<file path="config.mk">
export PLATFORM = sky130hd
export DESIGN_NAME = servo_cmd_flat
export DESIGN_NICKNAME = d
export VERILOG_FILES = /design/src/rtl/servo_cmd_pkg.sv /design/src/rtl/servo_cmd_if.sv /design/src/rtl/servo_travel_timer.sv /design/src/rtl/servo_cmd.sv /design/src/flat_wrapper.sv
export SDC_FILE = /design/constraint.sdc
export NUM_CORES = 1
export LEC_CHECK = 0
export BUFFER_PORTS_ARGS = -buffer_cell sky130_fd_sc_hd__buf_4
export CAP_MARGIN = 20
export CORE_MARGIN = 3
export CORE_UTILIZATION = 57
export DETAILED_ROUTE_END_ITERATION = 8
export PLACE_DENSITY = 0.81
export SLEW_MARGIN = 30
export SYNTH_ARGS = -nofsm -noshare
export SYNTH_HDL_FRONTEND = slang
export SYNTH_SLANG_ARGS = --single-unit
</file>
<file path="constraint.sdc">
create_clock -name clk -period 5.3 [get_ports clk]
set_input_delay 1.06 -clock clk [delete_from_list [all_inputs] [get_ports clk]]
set_output_delay 1.06 -clock clk [all_outputs]
set_load 0.05 [all_outputs]
</file>
<file path="src/rtl/servo_cmd_pkg.sv">
// servo_pkg: shared constants and types for the servo command front end.
//   ANGLE_MAX        - largest legal command angle in degrees.
//   DUTY_W / GAP_W   - widths of the high-time target and ramp step interval.
//   TRAVEL_W         - width of the settle-time counter (|delta duty| * gap).
//   state_e          - command FSM states.
package servo_pkg;

  localparam int ANGLE_MAX = 180;
  localparam int DUTY_W    = 20;
  localparam int GAP_W     = 12;
  localparam int TRAVEL_W  = 32;

  typedef enum logic [1:0] {
    IDLE = 2'd0,
    LOAD = 2'd1,
    MOVE = 2'd2
  } state_e;

endpackage

</file>
<file path="src/rtl/servo_cmd_if.sv">
// servo_cmd_if: command handshake bundle between the arm sequencer and
// one servo channel.
//   cmd_valid - command present (master -> slave)
//   cmd_ready - channel can accept a command (slave -> master)
//   cmd_angle - target angle in degrees, legal range 0..180
//   cmd_speed - counts between unit steps of the downstream ramp, 0 acts as 1
interface servo_cmd_if;
  import servo_pkg::*;

  logic             cmd_valid;
  logic             cmd_ready;
  logic [7:0]       cmd_angle;
  logic [GAP_W-1:0] cmd_speed;

  modport master (output cmd_valid, output cmd_angle, output cmd_speed, input cmd_ready);
  modport slave  (input cmd_valid, input cmd_angle, input cmd_speed, output cmd_ready);

endinterface

</file>
<file path="src/rtl/servo_travel_timer.sv">
// servo_travel_timer: settle-time counter for servo_cmd.
//   clk      - system clock
//   rst      - synchronous active-high reset, clears the count
//   load     - load load_val (takes priority over dec)
//   dec      - decrement by one, saturating at zero
//   load_val - travel time in clock cycles
//   zero     - registered count is zero
module servo_travel_timer
  import servo_pkg::*;
(
  input  logic                clk,
  input  logic                rst,
  input  logic                load,
  input  logic                dec,
  input  logic [TRAVEL_W-1:0] load_val,
  output logic                zero
);

  logic [TRAVEL_W-1:0] cnt_q;
  logic [TRAVEL_W-1:0] cnt_d;

  always_comb begin
    cnt_d = cnt_q;
    if (load) begin
      cnt_d = load_val;
    end else if (dec && (cnt_q != '0)) begin
      cnt_d = cnt_q - TRAVEL_W'(1);
    end
  end

  always_ff @(posedge clk) begin
    if (rst) begin
      cnt_q <= '0;
    end else begin
      cnt_q <= cnt_d;
    end
  end

  assign zero = (cnt_q == '0);

endmodule

</file>
<file path="src/rtl/servo_cmd.sv">
// servo_cmd: command front end for one servo channel.
// Accepts angle/speed commands, converts the angle into a 50 MHz-count
// high-time target for the pwm stage and, when SERVO_SETTLE_WAIT_EN is
// defined, holds off further commands until the ramp has had time to reach
// the new target (|delta duty| * gap cycles). Without the macro every move
// lasts a single cycle.
//   clk       - 50 MHz system clock
//   rst       - synchronous active-high reset
//   cmd       - command handshake (servo_cmd_if.slave)
//   duty_need - target high time to the pwm stage
//   duty_gap  - ramp step interval to the pwm stage
//   busy      - motion in progress
//   done      - one-cycle pulse when the move is considered complete
//   err       - last accepted command was out of range
module servo_cmd
  import servo_pkg::*;
#(
  parameter int DUTY_MIN     = 25_000,
  parameter int DUTY_PER_DEG = 555,
  parameter int ANGLE_RST    = 90
)
(
  input  logic              clk,
  input  logic              rst,
  servo_cmd_if.slave        cmd,
  output logic [DUTY_W-1:0] duty_need,
  output logic [GAP_W-1:0]  duty_gap,
  output logic              busy,
  output logic              done,
  output logic              err
);

  localparam logic [DUTY_W-1:0] DUTY_RST = DUTY_W'(DUTY_MIN + ANGLE_RST * DUTY_PER_DEG);

  state_e            state_q;
  logic [7:0]        angle_q;
  logic [GAP_W-1:0]  speed_q;
  logic [DUTY_W-1:0] duty_need_q;
  logic [GAP_W-1:0]  duty_gap_q;
  logic              cmd_ready_q;
  logic              busy_q;
  logic              done_q;
  logic              err_q;

  logic              angle_err;
  logic [7:0]        angle_clamped;
  logic [DUTY_W-1:0] new_duty;
  logic [GAP_W-1:0]  new_gap;
  logic              move_end;

  always_comb begin
    angle_err     = (angle_q > 8'(ANGLE_MAX));
    angle_clamped = angle_err ? 8'(ANGLE_MAX) : angle_q;
    new_duty      = DUTY_W'(DUTY_MIN) + DUTY_W'(angle_clamped) * DUTY_W'(DUTY_PER_DEG);
    new_gap       = (speed_q == '0) ? GAP_W'(1) : speed_q;
  end

`ifdef SERVO_SETTLE_WAIT_EN
  logic [DUTY_W-1:0]   duty_diff;
  logic [TRAVEL_W-1:0] travel;
  logic                cnt_zero;

  // Full 20x12 product in 32 bits; the largest travel fits without wrap.
  always_comb begin
    duty_diff = (new_duty >= duty_need_q) ? (new_duty - duty_need_q)
                                          : (duty_need_q - new_duty);
    travel    = TRAVEL_W'(duty_diff) * TRAVEL_W'(new_gap);
  end

  servo_travel_timer u_travel_timer (
    .clk      (clk),
    .rst      (rst),
    .load     (state_q == LOAD),
    .dec      (state_q == MOVE),
    .load_val (travel),
    .zero     (cnt_zero)
  );

  assign move_end = cnt_zero;
`else
  assign move_end = 1'b1;
`endif

  always_ff @(posedge clk) begin
    if (rst) begin
      state_q     <= IDLE;
      angle_q     <= '0;
      speed_q     <= '0;
      duty_need_q <= DUTY_RST;
      duty_gap_q  <= GAP_W'(1);
      cmd_ready_q <= 1'b1;
      busy_q      <= 1'b0;
      done_q      <= 1'b0;
      err_q       <= 1'b0;
    end else begin
      done_q <= 1'b0;
      case (state_q)
        IDLE: begin
          if (cmd.cmd_valid && cmd_ready_q) begin
            angle_q     <= cmd.cmd_angle;
            speed_q     <= cmd.cmd_speed;
            cmd_ready_q <= 1'b0;
            state_q     <= LOAD;
          end
        end
        LOAD: begin
          duty_need_q <= new_duty;
          duty_gap_q  <= new_gap;
          err_q       <= angle_err;
          busy_q      <= 1'b1;
          state_q     <= MOVE;
        end
        MOVE: begin
          // move_end reflects the counter value loaded/decremented on
          // earlier edges, so zero travel finishes on the first MOVE edge.
          if (move_end) begin
            done_q      <= 1'b1;
            busy_q      <= 1'b0;
            cmd_ready_q <= 1'b1;
            state_q     <= IDLE;
          end
        end
        default: begin
          state_q <= IDLE;
        end
      endcase
    end
  end

  assign cmd.cmd_ready = cmd_ready_q;
  assign duty_need     = duty_need_q;
  assign duty_gap      = duty_gap_q;
  assign busy          = busy_q;
  assign done          = done_q;
  assign err           = err_q;

endmodule

</file>
<file path="src/flat_wrapper.sv">
// flat-port wrapper written by rule: the top's interface ports become plain ports
module servo_cmd_flat import servo_pkg::*;
#(
  parameter int DUTY_MIN     = 25_000,
  parameter int DUTY_PER_DEG = 555,
  parameter int ANGLE_RST    = 90
)
  (clk, rst, duty_need, duty_gap, busy, done, err, cmd_cmd_valid, cmd_cmd_angle, cmd_cmd_speed, cmd_cmd_ready);
  servo_cmd_if cmd_i ();
  input  logic clk;
  input  logic rst;
  output logic [DUTY_W-1:0] duty_need;
  output logic [GAP_W-1:0] duty_gap;
  output logic busy;
  output logic done;
  output logic err;
  input wire logic [$bits(cmd_i.cmd_valid)-1:0] cmd_cmd_valid;
  input wire logic [$bits(cmd_i.cmd_angle)-1:0] cmd_cmd_angle;
  input wire logic [$bits(cmd_i.cmd_speed)-1:0] cmd_cmd_speed;
  output wire logic [$bits(cmd_i.cmd_ready)-1:0] cmd_cmd_ready;
  assign cmd_i.cmd_valid = cmd_cmd_valid;
  assign cmd_i.cmd_angle = cmd_cmd_angle;
  assign cmd_i.cmd_speed = cmd_cmd_speed;
  assign cmd_cmd_ready = cmd_i.cmd_ready;
  servo_cmd #(.DUTY_MIN(DUTY_MIN), .DUTY_PER_DEG(DUTY_PER_DEG), .ANGLE_RST(ANGLE_RST)) u_core (.clk(clk), .rst(rst), .cmd(cmd_i), .duty_need(duty_need), .duty_gap(duty_gap), .busy(busy), .done(done), .err(err));
endmodule
</file>
After elaboration in Yosys (flattened, before gate mapping)
Cells that the tools add are included.

cells by class
  $lt $le $gt $ge = 1
  equality and inequality tests = 3
  reduce and logical (&&, ||, !) cells = 7
  muxes and demuxes = 8
  $add $sub $neg = 1
  multiply operators = 1

operator list
  operator                count
  $add 15x18->19 const A  1
  $mul 8x10->18 const B   1
  $logic_not 12->1        1
  $mux 12                 1
  $gt 8x8->1 const B      1
  $mux 8                  1
  $pmux 1 s2              2
  $pmux 2 s2              1
  $reduce_and 2->1        2
  $reduce_bool 2->1       2
  $eq 2x1->1 const B      1
  $eq 2x2->1 const B      1
  $logic_not 2->1         1
  $mux 1                  2
  $mux 2                  1
  $ne 2x1->1 const B      1
  $logic_and 1x1->1       1

storage, ports and cells
  flip-flop bits (word level) = 58
  output and inout bits = 36
  input bits = 23
  logic and storage cells = 30

Longest topological paths before layout
Gate-level depths: netlist (run 1).

  word-level depth = 4
  depth in mapped cells = 17
  mapped depth without buffers = 17

Worst setup path before layout (run 1)
No wires, ideal clock.

  path type = flip-flop to flip-flop
  from = register u_core.angle_q[0]
  to = register u_core.duty_need_q[16] (netlist: u_core.duty_need[16])
  required time = 5.176 ns
  path buffers = 0
  period minus slack after synthesis = 4.318 ns
  data arrival time = 4.194 ns
  cell stages (with the launch flop) = 17
  library setup time = 0.124 ns
  slack = 0.982 ns
  cells stage by stage = dfxtp_1 o21ai_0 a21oi_1 o21ai_0 nand2b_1 ha_1 fa_1 inv_1 fa_1 fa_1 inv_1 ha_1 a21oi_1 o22ai_1 nor4_1 nor4_1 a2111o_1

between the ends
  longest elaborated chain between the ends = 4

RTL lines
  what                      RTL line          RTL
  start: declaration        servo_cmd.sv:36   logic [7:0] angle_q;
  start signal: assignment  servo_cmd.sv:100  angle_q <= cmd.cmd_angle;
  $gt 8x8->1                servo_cmd.sv:52   angle_err = (angle_q > 8'(ANGLE_MAX));
  $mux 8 *                  servo_cmd.sv:53   angle_clamped = angle_err ? 8'(ANGLE_MAX) : angle_q;
  $mul 8x10->18 *           servo_cmd.sv:54   new_duty = DUTY_W'(DUTY_MIN) + DUTY_W'(angle_clamped) * DUTY_W'(DUTY_PER_DEG);
  $add 15x18->19 *          servo_cmd.sv:54
  end signal: assignment    servo_cmd.sv:107  duty_need_q <= new_duty;
  end: declaration          servo_cmd.sv:38   logic [DUTY_W-1:0] duty_need_q;

Every way passes the cells marked *; elsewhere a longest branch is shown, timed or not.
A chain may end at the register's enable or synchronous reset.

Final worst setup path (run 1)
Same ends and word-level chain as after synthesis.

==> flow_summary.rst, run 1 <==
.. list-table::
   :header-rows: 1

   * - Metric
     - Value
   * - Cell type with the largest total area after synthesis
     - sky130_fd_sc_hd__dfxtp_1
   * - Buffer depth of the longest clock path
     - 2
   * - Hold Crit Depth
     - 2
   * - Final setup viols
     - 0
   * - DR vias/cell
     - 5.47
   * - Share of synthesized area occupied by flip-flops and latches
     - 32.7%
   * - Fraction of synthesis flops using an asynchronous set or reset pin
     - 0%
   * - X dimension of the die
     - 84.3 µm
   * - MaxCap Viol Count
     - 0
   * - Total design power
     - 0.00139 W
   * - Post CTS Setup Buffer Count
     - 0
   * - Wire length of the first global-routing pass
     - 13900 µm
   * - Data required time of the critical path
     - 5530 ps
   * - Remaining max-slew budget at the tightest pin
     - 47.2%
   * - Start-to-end type of the worst setup path
     - reg -> reg
   * - Total Wirelength
     - 8190 µm
   * - Main area contributors after synthesis
     - sky130_fd_sc_hd__dfxtp_1 (33%), sky130_fd_sc_hd__ha_1 (16%), sky130_fd_sc_hd__fa_1 (7.5%), sky130_fd_sc_hd__nand2_1 (6.4%), sky130_fd_sc_hd__mux2i_1 (4.9%)
   * - Vias in the first global route
     - 2911
   * - Max rail drop VDD
     - 0.326 mV
   * - Placeable core area
     - 5710 µm²
   * - Highest clock rate
     - 201 MHz
   * - Critical path endpoint category
     - flop
   * - Deepest level of the CTS H-tree
     - 3
   * - Clock Root Buffer
     - sky130_fd_sc_hd__clkbuf_8
   * - Share of final-layout standard cells stronger than drive strength 1
     - 17.7%
   * - Area fraction of the dominant cell type after synthesis
     - 32.7%
   * - Register bit total from synthesis
     - 57
   * - Number of rows in the core area
     - 27
   * - Post_cts resized
     - 0
   * - Aggregate global-route resource usage
     - 24.4%
   * - Synthesis-to-finish area growth
     - 18.3%
   * - Post-synth EDFFs
     - 0
   * - End of the worst register-to-register path
     - u_core.duty_need[16]
   * - Global-route met3 utilization
     - 6.18%
   * - R2r setup slk
     - 330 ps
   * - Routability congestion estimate
     - 0.938
   * - RSZ-0062 raised after global routing
     - false
   * - Post-synth net total
     - 485
   * - Worst min-delay path category
     - reg -> reg
   * - Worst EP arrival
     - 5200 ps
   * - DR pass1 iterations
     - 4
   * - Max Slew Vio Count
     - 0
   * - Met1 capacity usage during global routing
     - 30.8%
   * - Worst Max-Slew Pin Slew
     - 790 ps
   * - Start of the worst register-to-register path
     - u_core.angle_q[0]
   * - Final antenna diode count
     - 0
   * - Total negative slack
     - 0 ps
   * - Hold bufs inserted after CTS
     - 0
   * - Count of endpoints failing hold in the final timing report
     - 0
   * - Cell leakage power
     - 1.97 nW
   * - Capture endpoint of the worst hold path
     - u_core.duty_need[12]
   * - Crit path max-delay cell type
     - sky130_fd_sc_hd__fa_1
   * - Critical Path, Cell by Cell
     - o21ai_0 -> a21oi_1 -> o21ai_0 -> nand2b_1 -> ha_1 -> fa_1 -> inv_1 -> fa_1 -> fa_1 -> inv_1 -> ha_1 -> a21oi_1 -> o22ai_1 -> nor4_1 -> nor4_1 -> a2111o_1
   * - Number of warnings reported in the yosys synthesis log
     - 0
   * - Starting utilization of the core area
     - 61.2%
   * - Maximum number of pins on one net before global-route repair
     - 60
   * - Power per unit of standard cell area
     - 337 nW/µm²
   * - Drt wl/cell
     - 15.3 µm
   * - IO Pins
     - 59
   * - Clock latency reported for the late side of the worst-skew pair
     - 350 ps
   * - Final period demand of the worst path
     - 4970 ps
   * - R2R depth
     - 16
   * - Gr ovfl total
     - 0
   * - Post-synthesis cell count
     - 404
   * - Clock-pin transition on the worst setup and hold timing paths
     - 70 ps
   * - Final routed DRC violation total
     - 0
   * - Number of nets in the layout
     - 539
   * - HPWL after DPL
     - 6100 µm
   * - Overall die height
     - 84.3 µm
   * - M2 GR Usage
     - 40.0%
   * - TritonCTS clock tree
     - built
   * - Number of unique standard cell types used by synthesis
     - 50
   * - Share of the cycle needed by the critical path after routing
     - 93.9%
   * - DRC marker count from the first detailed-route iteration
     - 132
   * - Clock skew after layout
     - 11.6 ps
   * - I/O Buffers
     - 57
   * - Number of buffer and inverter stages on the critical path
     - 2
   * - Antenna violations before repair
     - 0
   * - Detail Route Antenna Nets
     - 0
   * - Kind of start point of the critical path
     - flop
   * - Total die area
     - 7100 µm²
   * - Synthesized cell area
     - 3490 µm²
   * - Biggest cell delay along the critical path
     - 560 ps
   * - Result of the run
     - finished, final reports clean
   * - Routing layer with the top usage in global route
     - met2
   * - Dominant cell type by count on the critical path
     - sky130_fd_sc_hd__fa_1
   * - Most frequently used flop master after synthesis
     - sky130_fd_sc_hd__dfxtp_1
   * - Cell family with the largest share of critical-path delay
     - adder cells
   * - Total number of vias
     - 2924
   * - Mean post-synth cell area
     - 8.64 µm²
   * - Clock buffer count from CTS
     - 9
   * - Crit Path Max Fanout
     - 7
   * - Launch point of the worst hold path
     - u_core.duty_need[12]
   * - Num Clock Sinks
     - 57
-- logic make-up after synthesis --
| logic type | after synthesis | share of synthesized area [%] |
|---|---|---|
| xor gates and xnor gates | 7 | 1.76 |
| and+or+nand+nor | 136 | 17.9 |
| other | 1 | 0.107 |
| muxes | 17 | 4.87 |
| DFF | 57 | 32.7 |
| AOI/OAI and AO/OA | 70 | 12.7 |
| adders and majority gates | 58 | 23.6 |
| buffers and inverters | 58 | 6.41 |
-- worst reg2reg max path, delay by kind of cell (launching register included) --
family	cells	cell delay, ps
AOI/OAI and AO/OA	6	1540
adders and majority gates	5	2180
buffers and inverters	2	90
DFF	1	320
and+or+nand+nor	3	720
-- area by class of cell --
| cell class | instances | area [µm²] |
|---|---|---|
| Multi-Input combinational cell | 289 | 2130 |
| Fill cell | 450 | 1580 |
| Sequential cell | 57 | 1140 |
| Timing Repair Buffer | 59 | 443 |
| Inverter | 42 | 158 |
| Clock buffer | 10 | 128 |
| Tap cell | 72 | 90.1 |
| Clock inverter | 6 | 43.8 |
-- flip-flops by register name, indices dropped and copies added (netlist names) --
signal and count:
u_core.angle_q 8, u_core.cmd.cmd_ready 1, u_core.duty_gap 12, u_core.busy 1
u_core.duty_need 19, u_core.speed_q 12, u_core.done 1, u_core.err 1
u_core.state_q 2
-- worst max path at each step --
stage          slack, ps              endpoint  cells past startpoint         startpoint
4_1_cts              460  u_core.duty_need[16]                     16  u_core.angle_q[0]
3_5_place_dp         460  u_core.duty_need[16]                     16  u_core.angle_q[0]
6_report             330  u_core.duty_need[16]                     16  u_core.angle_q[0]
3_3_place_gp         720  u_core.duty_need[16]                     16  u_core.angle_q[0]
5_1_grt              140  u_core.duty_need[16]                     16  u_core.angle_q[0]
2_1_floorplan        980  u_core.duty_need[16]                     16  u_core.angle_q[0]
-- layer usage --
layer / share of wire (%) / up-vias
met1: 45 / 1358
li1: - / 1470
met4: 1.9 / 0
met2: 47 / 82
met5: 0 / -
met3: 6.2 / 14
-- stage by stage --
step	setup slack (ps)	util (%)	hold slack, ps	instances	instance area [µm²]
2_1_floorplan	982	-	436	404	3490
3_3_place_gp	716	69.3	442	519	3960
3_5_place_dp	461	69.3	458	519	3960
4_1_cts	456	72.3	472	535	4130
5_1_grt	137	72.3	483	535	4130
6_report	326	72.3	465	535	4130
-- Yosys cell counts (all sizes together), types with 2 or more instances --
| master | number |
|---|---|
| a211o | 4 |
| a211oi | 2 |
| a21o | 2 |
| a21oi | 34 |
| and2 | 3 |
| and3 | 4 |
| buf | 4 |
| clkbuf | 12 |
| dfxtp | 57 |
| fa | 13 |
| ha | 45 |
| inv | 42 |
| mux2i | 17 |
| nand2 | 60 |
| nand2b | 9 |
| nand3 | 12 |
| nor2 | 27 |
| nor2b | 3 |
| nor3 | 4 |
| nor4 | 4 |
| o21ai | 11 |
| o22ai | 4 |
| o311ai | 3 |
| or2 | 2 |
| or3 | 3 |
| or4 | 2 |
| xnor2 | 3 |
| xor2 | 4 |
-- power breakdown --
part	total, W	internal, W	switching (W)
Clock	0.000367	0.000171	0.000196
Combinational	0.000536	0.000199	0.000337
Sequential	0.000491	0.000465	0.0000253
-- layout by cell type, fill, tap and decap left out, drive strengths merged, types with 2 or more instances in the layout --
cell type   n
a211o       4
a211oi      2
a21o        2
a21oi      34
and2        3
and3        4
buf        59
clkbuf     10
clkinv      4
dfxtp      57
fa         13
ha         45
inv        43
mux2i      17
nand2      60
nand2b      9
nand3      12
nor2       27
nor2b       3
nor3        4
nor4        4
o21ai      11
o22ai       4
o311ai      3
or2         2
or3         3
or4         2
xnor2       3
xor2        4
(Power assumes the default switching activity.)
==> run 2: changes to the inputs <==
--- a/config.mk
+++ b/config.mk
@@ -7,8 +7,10 @@
 export LEC_CHECK = 0
 export BUFFER_PORTS_ARGS = -buffer_cell sky130_fd_sc_hd__buf_4
 export CAP_MARGIN = 20
+export CORE_ASPECT_RATIO = 0.7
 export CORE_MARGIN = 3
 export CORE_UTILIZATION = 57
+export CTS_CLUSTER_SIZE = 30
 export DETAILED_ROUTE_END_ITERATION = 8
 export PLACE_DENSITY = 0.81
 export SLEW_MARGIN = 30
==> run 2 against run 1 <==
Net effect: worst hold slack barely moved; wire length grew 0.61%; critical path depth stayed put; die area grew 0.21%; sequential cell count unchanged.
==> flow_summary.rst, run 2 (synthesis gave the netlist of run 1 again) <==
.. list-table::
   :header-rows: 1

   * - Metric
     - Value
   * - Result of the run
     - finished, final reports clean
   * - MaxCap Viol Count
     - 0
   * - Worst Max-Slew Pin Slew
     - 838 ps
   * - Post_cts resized
     - 0
   * - Placement-stage cell area
     - 3960 µm²
   * - Wire length of the first global-routing pass
     - 13600 µm
   * - Cell family with the largest share of critical-path delay
     - adder cells
   * - Detail Route Antenna Nets
     - 0
   * - Final antenna diode count
     - 0
   * - Clock network power share
     - 32.9%
   * - Drt wl/cell
     - 15.3 µm
   * - Clock buffer count from CTS
     - 9
   * - Routability congestion estimate
     - 0.948
   * - Start-to-end type of the worst setup path
     - reg -> reg
   * - TritonCTS clock tree
     - built
   * - Total negative slack
     - 0 ps
   * - Crit path max-delay cell type
     - sky130_fd_sc_hd__fa_1
   * - Switching Share
     - 35.5%
   * - Gr ovfl total
     - 0
   * - Clock latency reported for the late side of the worst-skew pair
     - 340 ps
   * - Start of the worst register-to-register path
     - u_core.angle_q[0]
   * - Crit Path Max Fanout
     - 7
   * - X dimension of the die
     - 99.6 µm
   * - Int Pwr
     - 0.000987 W
   * - Worst EP arrival
     - 5230 ps
   * - Synthesis-to-finish area growth
     - 20.5%
   * - Num Clock Sinks
     - 57
   * - Worst min-delay path category
     - reg -> reg
   * - I/O Buffers
     - 57
   * - Minimum hold slack
     - 464 ps
   * - Area occupied by multi-input gates
     - 2130 µm²
   * - Critical path endpoint category
     - flop
   * - Leading cell types in the layout, fill and taps excluded
     - sky130_fd_sc_hd__nand2_1 (60), sky130_fd_sc_hd__buf_4 (59), sky130_fd_sc_hd__dfxtp_1 (57)
   * - Number of buffer and inverter stages on the critical path
     - 2
   * - Clock skew after layout
     - 5.85 ps
   * - Clock-pin transition on the worst setup and hold timing paths
     - 70 ps
   * - Cell leakage power
     - 2.00 nW
   * - Most common library cell in the layout ignoring fill and taps
     - sky130_fd_sc_hd__nand2_1
   * - DRC marker count from the first detailed-route iteration
     - 135
   * - Logic gate share of total power
     - 35.0%
   * - Hold bufs inserted after CTS
     - 0
   * - Proportion of power drawn by flip-flops and latches
     - 32.1%
   * - Maximum number of pins on one net before global-route repair
     - 60
   * - Max Slew Vio Count
     - 0
   * - Switch Pwr
     - 0.000544 W
   * - Overall die height
     - 71.5 µm
   * - Post-route non-filler standard cell count
     - 538
   * - Setup crit start
     - u_core.angle_q[0]
   * - Antenna violations before repair
     - 0
   * - Placeable core area
     - 5810 µm²
   * - Starting utilization of the core area
     - 60.1%
   * - Kind of start point of the critical path
     - flop
   * - Number of rows in the core area
     - 23
   * - Max FFs per register
     - 19
   * - Aggregate global-route resource usage
     - 24.2%
   * - RSZ-0062 raised after global routing
     - false
   * - Deepest level of the CTS H-tree
     - 3
   * - Max rail drop VDD
     - 0.268 mV
   * - Final period demand of the worst path
     - 5000 ps
   * - Power per unit of standard cell area
     - 364 nW/µm²
   * - Buffer depth of the longest clock path
     - 2
   * - Post-route design area
     - 4210 µm²
   * - HPWL after DPL
     - 6000 µm
   * - IO Pins
     - 59
   * - Share of final-layout standard cells stronger than drive strength 1
     - 17.7%
   * - Post CTS Setup Buffer Count
     - 0
   * - Placed instance count
     - 522
   * - Number of nets in the layout
     - 539
   * - Share of the cycle needed by the critical path after routing
     - 94.4%
   * - Final routed DRC violation total
     - 0
   * - DR vias/cell
     - 5.64
   * - Data required time of the critical path
     - 5530 ps
   * - Total Wirelength
     - 8240 µm
   * - Clock Root Buffer
     - sky130_fd_sc_hd__clkbuf_8
   * - DR pass1 iterations
     - 5
   * - Remaining max-slew budget at the tightest pin
     - 44.0%
   * - Total number of vias
     - 3035
   * - Vias in the first global route
     - 2975
   * - Launch point of the worst hold path
     - u_core.duty_need[12]
   * - Dominant cell type by count on the critical path
     - sky130_fd_sc_hd__fa_1
   * - Fill cell total of the finished layout
     - 428
   * - Critical Path, Cell by Cell
     - o21ai_0 -> a21oi_1 -> o21ai_0 -> nand2b_1 -> ha_1 -> fa_1 -> inv_1 -> fa_1 -> fa_1 -> inv_1 -> ha_1 -> a21oi_1 -> o22ai_1 -> nor4_1 -> nor4_1 -> a2111o_1
   * - Total die area
     - 7120 µm²
   * - Biggest cell delay along the critical path
     - 540 ps
   * - Count of endpoints failing hold in the final timing report
     - 0
   * - Final setup viols
     - 0
   * - Footprint of the flip-flops and latches
     - 1140 µm²
   * - Highest clock rate
     - 200 MHz
## run 2: changes by cell type in the layout (fill, tap and decap cells not counted), sizes merged
cell / change
bufinv: +3
inv: -1
clkinv: -3
clkbuf: +1
## run 2: power by group through the flow
stage	clock (W)	combinational [W]	sequential (W)
4_1_cts	0.000512	0.000536	0.000491
3_5_place_dp	0	0.000529	0.000499
2_1_floorplan	0	0.000318	0.000572
5_1_grt	0.000529	0.000594	0.000496
6_report	0.000503	0.000537	0.000491
3_3_place_gp	0	0.000513	0.000498
## run 2: area by class of cell
class                   count  area share [%]
multi-input cells         289            50.6
flip-flops and latches     57            27.1
repair buffers             59            10.5
inverters                  42            3.75
clock buffers              11            3.36
clock inverters             5            2.44
well taps                  75            2.23
## run 2: worst reg2reg max path, delay by kind of cell (launching register included)
family	cells	cell delay (ps)
flip-flops	1	330
AO/OA/AOI/OAI	6	1580
buffers and inverters	2	90
adder cells (fa/ha/maj)	5	2150
AND/OR/NAND/NOR	3	730
## run 2: worst paths after layout
| path | slack [ps] | end | depth (start not counted) |
|---|---|---|---|
| setup / recovery | 300 | u_core.duty_need[16] | 16 |
| hold / removal | 460 | u_core.duty_need[12] | 2 |
| setup reg to reg | 300 | u_core.duty_need[16] | 16 |
| hold reg to reg | 460 | u_core.duty_need[12] | 2 |
## run 2: routing by layer
layer  global-route usage (%)  part of all wire, %
met2                     37.0                   44
met5                        0                    0
met4                     8.03                  1.4
met3                     5.84                  6.2
met1                     33.9                   48
## run 2: per-stage QoR
step,setup slack (ps),utilization [%],total power [W]
after global placement,708,68.2,0.00101
after CTS,345,72.4,0.00154
after floorplan,982,-,0.000890
final,298,72.4,0.00153
after global routing,50.2,72.4,0.00162
after detailed placement,422,68.2,0.00103
